--- src/rtl/lfsr_rand_arbiter.sv ---
// lfsr_rand_arbiter: round-robin arbiter sharing one 8-bit Fibonacci LFSR.
// Each grant hands out one byte, then the LFSR advances STEPS times.
// Ports:
//   clk, rst              clock, synchronous active-high reset
//   req[N_REQ]            level requests, dropped after the matching gnt bit
//   seed_we, seed_data    load a new LFSR seed (zero maps to 8'h01)
//   gnt[N_REQ]            one-hot one-cycle grant pulse
//   rnd_valid, rnd_data   byte for the granted requester, valid with gnt
//   rnd_id                index of the granted requester
//   busy                  high while the LFSR is advancing after a grant
module lfsr_rand_arbiter #(
    parameter int          N_REQ = 4,
    parameter int          STEPS = 1,
    parameter logic [7:0]  SEED  = 8'h01,
    localparam int         IDW   = $clog2(N_REQ)
) (
    input  logic             clk,
    input  logic             rst,
    input  logic [N_REQ-1:0] req,
    input  logic             seed_we,
    input  logic [7:0]       seed_data,
    output logic [N_REQ-1:0] gnt,
    output logic             rnd_valid,
    output logic [7:0]       rnd_data,
    output logic [IDW-1:0]   rnd_id,
    output logic             busy
);

    localparam logic [7:0]   SEED_INIT = (SEED == 8'h00) ? 8'h01 : SEED;
    localparam logic [IDW:0] NREQ_W    = (IDW+1)'(N_REQ);
    localparam logic [IDW-1:0] LAST_ID = IDW'(N_REQ - 1);

    typedef enum logic {IDLE, ADV} state_t;

    state_t           state_q, state_d;
    logic [7:0]       lfsr_q, lfsr_d;
    logic [IDW-1:0]   ptr_q, ptr_d;
    logic [3:0]       cnt_q, cnt_d;
    logic [N_REQ-1:0] gnt_q, gnt_d;
    logic             rnd_valid_q, rnd_valid_d;
    logic [7:0]       rnd_data_q, rnd_data_d;
    logic [IDW-1:0]   rnd_id_q, rnd_id_d;
    logic             busy_q, busy_d;

    logic             win_found;
    logic [IDW-1:0]   win_idx;
    logic [IDW:0]     sum;

    // Zero is the LFSR lock-up state; it is never allowed to persist.
    function automatic logic [7:0] lfsr_next(input logic [7:0] l);
        if (l == 8'h00) return 8'h01;
        return {l[4] ^ l[3] ^ l[2] ^ l[0], l[7:1]};
    endfunction

    function automatic logic [7:0] seed_fix(input logic [7:0] s);
        return (s == 8'h00) ? 8'h01 : s;
    endfunction

    // Round-robin search: first set request at or above ptr, wrapping.
    always_comb begin
        win_found = 1'b0;
        win_idx   = '0;
        sum       = '0;
        for (int i = 0; i < N_REQ; i++) begin
            sum = {1'b0, ptr_q} + (IDW+1)'(i);
            if (sum >= NREQ_W) sum = sum - NREQ_W;
            if (!win_found && req[sum[IDW-1:0]]) begin
                win_found = 1'b1;
                win_idx   = sum[IDW-1:0];
            end
        end
    end

    always_comb begin
        state_d     = state_q;
        lfsr_d      = (lfsr_q == 8'h00) ? 8'h01 : lfsr_q;
        ptr_d       = ptr_q;
        cnt_d       = cnt_q;
        gnt_d       = '0;
        rnd_valid_d = 1'b0;
        rnd_data_d  = rnd_data_q;
        rnd_id_d    = rnd_id_q;
        unique case (state_q)
            IDLE: begin
                if (seed_we) begin
                    lfsr_d = seed_fix(seed_data);
                end else if (win_found) begin
                    gnt_d[win_idx] = 1'b1;
                    rnd_valid_d    = 1'b1;
                    rnd_data_d     = lfsr_q;
                    rnd_id_d       = win_idx;
                    ptr_d          = (win_idx == LAST_ID) ? '0 : win_idx + 1'b1;
                    cnt_d          = 4'(STEPS);
                    state_d        = ADV;
                end
            end
            ADV: begin
                if (seed_we) begin
                    // A reseed abandons the remaining advance steps.
                    lfsr_d  = seed_fix(seed_data);
                    cnt_d   = '0;
                    state_d = IDLE;
                end else begin
                    lfsr_d = lfsr_next(lfsr_q);
                    cnt_d  = cnt_q - 4'd1;
                    if (cnt_q == 4'd1) state_d = IDLE;
                end
            end
            default: state_d = IDLE;
        endcase
        busy_d = (state_d == ADV);
    end

    always_ff @(posedge clk) begin
        if (rst) begin
            state_q     <= IDLE;
            lfsr_q      <= SEED_INIT;
            ptr_q       <= '0;
            cnt_q       <= '0;
            gnt_q       <= '0;
            rnd_valid_q <= 1'b0;
            rnd_data_q  <= 8'h00;
            rnd_id_q    <= '0;
            busy_q      <= 1'b0;
        end else begin
            state_q     <= state_d;
            lfsr_q      <= lfsr_d;
            ptr_q       <= ptr_d;
            cnt_q       <= cnt_d;
            gnt_q       <= gnt_d;
            rnd_valid_q <= rnd_valid_d;
            rnd_data_q  <= rnd_data_d;
            rnd_id_q    <= rnd_id_d;
            busy_q      <= busy_d;
        end
    end

    assign gnt       = gnt_q;
    assign rnd_valid = rnd_valid_q;
    assign rnd_data  = rnd_data_q;
    assign rnd_id    = rnd_id_q;
    assign busy      = busy_q;

endmodule

--- config.mk ---
export PLATFORM = sky130hd
export DESIGN_NAME = lfsr_rand_arbiter
export DESIGN_NICKNAME = d
export VERILOG_FILES = /design/src/rtl/lfsr_rand_arbiter.sv
export SDC_FILE = /design/constraint.sdc
export NUM_CORES = 1
export LEC_CHECK = 0
export ABC_AREA = 0
export CAP_MARGIN = 20
export CORE_ASPECT_RATIO = 1.4
export CORE_MARGIN = 2
export CORE_UTILIZATION = 35
export CTS_CLUSTER_DIAMETER = 50
export CTS_CLUSTER_SIZE = 10
export DETAILED_ROUTE_END_ITERATION = 8
export GPL_TIMING_DRIVEN = 0
export HOLD_SLACK_MARGIN = 0.03
export PLACE_DENSITY_LB_ADDON = 0.25
export SETUP_SLACK_MARGIN = 0.5
export SLEW_MARGIN = 15
export SYNTH_ARGS = -nofsm -noshare
export SYNTH_HDL_FRONTEND = slang
export SYNTH_SLANG_ARGS = --single-unit
export TNS_END_PERCENT = 100
--- constraint.sdc ---
create_clock -name clk -period 1.8 [get_ports clk]
set_input_delay 0.27 -clock clk [delete_from_list [all_inputs] [get_ports clk]]
set_output_delay 0.27 -clock clk [all_outputs]
set_load 0.01 [all_outputs]
* Word-level counts from Yosys, hierarchy flattened
Cells that the tools add are included.
** Storage, ports and cells
- Register bits after elaboration :: 30
- Bits of input ports :: 15
- Logic and storage cells :: 92
- Output and inout port bits :: 16
** Operators by class
- $add $sub $neg :: 9
- Multiplexer cells :: 41
- Magnitude comparators :: 10
- Reduce and logical (&&, ||, !) cells :: 13
- Bitwise gates (word level) :: 6
- Equality and inequality tests :: 5
** Operators with widths (number)
- 8-bit two-way mux :: 5
- 2-bit two-way mux :: 9
- 8-bit logical NOT :: 2
- 1-bit two-way mux :: 16
- 8-bit case mux with 2 select lines :: 1
- 2-bit by 3-bit < comparator with 1-bit output, second input constant :: 5
- 4-bit two-way mux :: 3
- 3-bit greater-or-equal comparator, second input constant :: 3
- 1-bit binary-select mux with 2-bit select :: 4
- 4-bit case mux with 2 select lines :: 1
- 2-bit by 1-bit subtractor with 2-bit output, second input constant :: 4
- 2-bit by 2-bit adder with 3-bit output, second input constant :: 2
- 4-bit by 1-bit equality test with 1-bit output, second input constant :: 1
- 1-bit logical AND :: 4
- 2-bit != test, second input constant :: 2
- 4-bit OR reduction :: 1
- 4-bit by 1-bit subtractor with 4-bit output, second input constant :: 1
- 2-bit by 1-bit adder with 3-bit output, second input constant :: 1
- 2-bit by 3-bit greater-or-equal comparator with 1-bit output, second input constant :: 1
- 1-bit logical NOT :: 3
- 3-bit != test, second input constant :: 1
- 1-bit NOT :: 3
- 3-bit AND reduction :: 1
- 1-bit bitwise XOR :: 3
- 7 further kinds :: 7

* Longest topological paths before layout
- Depth in word-level cells :: 18
- Gate-level depth with buffers :: 6

* Worst setup path after synthesis
No wires, ideal clock.
- Path type :: input -> register
- Start :: in req[2]
- End :: reg gnt_q[0], in the netlist gnt[0]
- Path slack :: 0.320 ns
- Data required time :: 1.685 ns
- Buffers on the path :: 0
- Data arrival time :: 1.365 ns
- Stages :: 6
- Cell sequence :: nor2b_1 a21o_2 a221oi_2 inv_1 ha_1 and2_1
** Between the ends
- Longest elaborated chain between the ends :: 16
- Elaborated cells between the ends (all ways) :: 29
- Classes of those cells :: 2 x order compare; 18 x mux; 1 x bitwise; 8 x reduce/logical
** RTL lines
- start, declared :: RTL line 19 : input logic [N_REQ-1:0] req,
- 1-bit binary-select mux with 2-bit select :: RTL line 67 : if (!win_found && req[sum[IDW-1:0]]) begin
- 1-bit two-way mux (implied by the code) :: RTL line 67
- 1-bit two-way mux :: RTL line 67
- 1-bit logical NOT :: RTL line 67
- 1-bit logical AND :: RTL line 67
- 1-bit two-way mux :: RTL line 67
- 1-bit logical NOT :: RTL line 67
- 1-bit logical AND :: RTL line 67
- 1-bit two-way mux :: RTL line 67
- 1-bit logical NOT :: RTL line 67
- 1-bit logical AND :: RTL line 67
- 2-bit two-way mux :: RTL line 67
- 2-bit by 3-bit < comparator with 1-bit output (implied by the code) / 2-bit by 1-bit greater-or-equal comparator with 1-bit output (equally long branches) :: RTL line 88 : gnt_d[win_idx] = 1'b1;
- 1-bit logical AND (implied by the code) :: RTL line 88
- 1-bit two-way mux (implied by the code) :: RTL line 88
- 1-bit demux with 2-bit select :: RTL line 88
- end signal, assigned :: RTL line 130 : gnt_q <= gnt_d;
- end, declared :: RTL line 39 : logic [N_REQ-1:0] gnt_q, gnt_d;
Several ways; a longest one is shown, not always the timed one. The select of a mux whose other input is x is not followed.
A chain may end at the register's enable or synchronous reset.

* Worst setup path in the final report
- Start :: reg ptr_q[0]
- End :: reg ptr_q[1]
** Between the ends
- Longest elaborated chain between the ends :: 16
- Elaborated cells between the ends (all ways) :: 41
- Classes of those cells :: 8 x add/sub; 4 x order compare; 1 x eq/ne; 21 x mux; 7 x reduce/logical
** RTL lines
- start, declared :: RTL line 37 : logic [IDW-1:0] ptr_q, ptr_d;
- start signal, assigned :: RTL line 128 : ptr_q <= ptr_d;
- parallel branches: the longest is 16 deep, another holds 2-bit by 1-bit adder with 3-bit output
Several ways; the timed one is not identified. The select of a mux whose other input is x is not followed.

==> metrics.md <==
| Metric | Value |
|---|---|
| RSZ-0062 raised after global routing | `true` |
| Clock power frac | `32.5%` |
| Post-synth top area share | `43.7%` |
| Post-Place Setup Slack | `-0.259 ns` |
| WHS Endpoint | `rnd_data[3]` |
| Sw frac | `27.6%` |
| Endpoints failing setup | `0` |
| First-pass GRT wire length | `5220 µm` |
| Synthesized instance count | `161` |
| Crit path capture type | `flip-flop` |
| Via count | `1229` |
| Reg2reg start | `ptr_q[0]` |
| XOR/XNOR share of the synthesized area | `3.19%` |
| Yosys reg bits | `30` |
| Fillers | `363` |
| Largest family of logic cells by synthesized area | `simple AND/OR/NAND/NOR gates` |
| Clk slew on worst S/H paths | `0.06 ns` |
| Most common cell after layout, fill and taps aside | `dfxtp_1` |
| IO Port Bufs | `28` |
| R2R Setup Slk | `0.34 ns` |
| Total chip power | `1.55 mW` |
| Synth cell types | `36` |
| Rows | `26` |
| CP delay by family, top | `compound AO/OA/AOI/OAI gates` |
| Logic gate share of total power | `19.7%` |
| CTS tree | `done` |
| Commonest cells after routing, fill and taps aside | `dfxtp_1, a21oi_1, nor2_1` |
| Final HPWL from detailed placement | `2290 µm` |
| Syn avg cell area | `8.53 µm²` |
| Pre-Repair DR Iteration Count | `4` |
| Fin crit share | `81.2%` |
| Synthesized-area fraction occupied by adder cells | `5.46%` |
| FF/Latch Area | `608 µm²` |
| Hold_ws | `0.358 ns` |
| PnR worst setup slack | `0.339 ns` |
| Fin cells | `244` |
| Worst slew pin tran | `0.460 ns` |
| N_diodes | `0` |
| Minimum clock period | `1.46 ns` |
| Worst path cell trace | `nor2b_4, a21o_2, a221oi_4, ha_1, nand2_1, a21oi_1` |
| Clock Latency Late Sink | `0.29 ns` |
| Mapped Area | `1370 µm²` |
| Clock Path Buffers | `2` |
| CTS sink count | `30` |
| ANT nets after route | `0` |
| CP required | `1.95 ns` |
| Max Fanout on Critical Path | `4` |
| Die Wd | `57.0 µm` |
| Worst Skew | `0.00387 ns` |
| Layout Area Growth over Synthesis | `40.7%` |
| Maxcap violations | `0` |
| Compound-gate portion of the synthesized area | `17.6%` |
| Net Count, Synth | `182` |
| Initial antenna violation count | `0` |
| Overflow after GRT | `0` |
| Die area | `4450 µm²` |
| Terminus of the critical flop-to-flop path | `ptr_q[1]` |
| Post-synth EDFFs | `0` |
| Slew HR | `69.3%` |
| Register-to-Register Path Depth | `6` |
| DP Cell Count | `231` |
| Drt wl/cell | `12.8 µm` |
| Starting Density | `37.0%` |
| GRT Util Overall | `15.1%` |
| Seq pwr share | `47.8%` |
| DR vias/cell | `5.04` |
| Max Slew Vio Count | `0` |
| Drt total wl | `3110 µm` |
| Highest Clock Rate | `0.684 GHz` |
| CP startpoint kind | `flip-flop` |
| Final setup TNS | `0 ns` |
| Internal | `1.12 mW` |
| P_leak | `0.835 nW` |
| Htree depth | `2` |
| Slowest cell on the critical path | `dfxtp_4` |
| Area leader, netlist | `dfxtp_1` |
| Dominant synthesized flop cell | `dfxtp_1` |
| Power Density | `800 nW/µm²` |
| Root buffer cell | `clkbuf_8` |
| Vias in the first global route | `1187` |
| Hold Fails Final Rpt | `0` |
| Hold Startpoint | `rst` |
| Post-layout net count | `223` |
| Ys async rst share | `0%` |
| Max VDD drop | `0.513 mV` |
| Largest net degree at the start of global routing | `11` |
| Hold Path Class | `in -> reg` |
| Crit path buf inv count | `0` |
| Worst Hold Depth | `2` |
| Die Ht | `78.1 µm` |
| Critical Path AT | `1.61 ns` |
| DRC | `0` |
| Footprint of the multi-input gates | `793 µm²` |
| Share of layout cells above drive strength 1 | `23.3%` |
| Core area | `3710 µm²` |
| Top post-synthesis cells by area | `dfxtp_1, a21oi_1, nand2_1` |
| Total CTS buffers | `5` |
| Status | `completed` |
| Warnings from Yosys | `0` |
| Post-synthesis sequential area ratio | `43.7%` |
| Worst Path Class, Setup | `reg -> reg` |
| Psw | `428 µW` |
| Critical Path Max Stage Delay | `0.36 ns` |
| Drt first-iter violations | `20` |
| IO Pins | `31` |
| Mux contribution to synthesized area | `5.19%` |
| Hold buffers post-CTS | `0` |
| Routability congestion estimate | `0.726` |
| Synth Area in Simple Gates | `19.6%` |
-- worst reg2reg max path: stages (launching register included) --
cell and delay [ns]:
dfxtp_4 0.36, nor2b_4 0.04, a21o_2 0.20, a221oi_4 0.32, ha_1 0.29, nand2_1 0.07, a21oi_1 0.06
-- logic make-up (layout without fill, tap and decap cells) --
family,count (synthesis),after routing
and+or+nand+nor,59,59
AOI/OAI and AO/OA,38,38
DFF,30,30
buffers and inverters,16,57
muxes,7,7
adders and majority gates,6,6
xor gates and xnor gates,5,5
-- cells in the mapped netlist (3+ instances only) --
| cell | number |
|---|---|
| dfxtp_1 | 30 |
| a21oi_1 | 23 |
| nand2_1 | 22 |
| nor2_1 | 21 |
| inv_1 | 8 |
| ha_1 | 6 |
| mux2i_1 | 6 |
| clkbuf_1 | 5 |
| and2_1 | 4 |
| nor4_1 | 3 |
| xor2_1 | 3 |
-- flip-flops by register name, indices dropped and copies added (netlist names) --
| name | count |
|---|---|
| ptr_q | 2 |
| busy | 1 |
| lfsr_q | 8 |
| gnt | 4 |
| cnt_q | 4 |
| rnd_valid | 1 |
| rnd_data | 8 |
| rnd_id | 2 |
-- area by class of cell --
cell class	count	share of cell area, %
clock buffer	5	3.56
buffer	8	2.52
sequential	30	31.5
multi-input combinational	115	41.0
timing repair buffer	34	16.6
tap	42	2.72
inverter	8	1.55
clock inverter	2	0.518
-- metrics by stage --
step | instance area, µm² | utilization [%]
floorplan | 1400 | -
global placement | 1730 | 46.7
detailed placement | 1730 | 46.7
CTS | 1870 | 50.5
global route | 1930 | 52.1
finish | 1930 | 52.1
-- how the worst max path moves through the flow --
stage               startpoint       end  slack, ns  cells after the start
finish                ptr_q[0]  ptr_q[1]       0.34                      6
global route          ptr_q[0]  ptr_q[1]       0.28                      6
CTS                   ptr_q[0]  ptr_q[1]       0.34                      6
detailed placement      req[3]  ptr_q[1]      -0.26                      7
global placement        req[3]  ptr_q[1]      -0.23                      7
floorplan               req[2]  ptr_q[1]       0.39                      6
-- routing by layer --
metal	share of wire, %	track usage (%)
met1	40	15.6
met2	53	26.6
met3	5.2	5.44
met4	2.1	6.98
met5	0	0
-- what timing repair did --
item,CTS,global route
setup endpoints to repair,38,27
pin swaps,10,1
setup buffers,4,1
gates resized for setup,37,20
cloned,0,1
-- power groups by stage --
stage / Combinational, mW / Clock (mW) / Sequential, mW
global placement: 0.261 / 0 / 0.749
detailed placement: 0.268 / 0 / 0.751
CTS: 0.287 / 0.517 / 0.737
floorplan: 0.164 / 0 / 0.751
finish: 0.305 / 0.502 / 0.740
global route: 0.338 / 0.563 / 0.745
No activity file was read; power rests on OpenSTA's default activity.
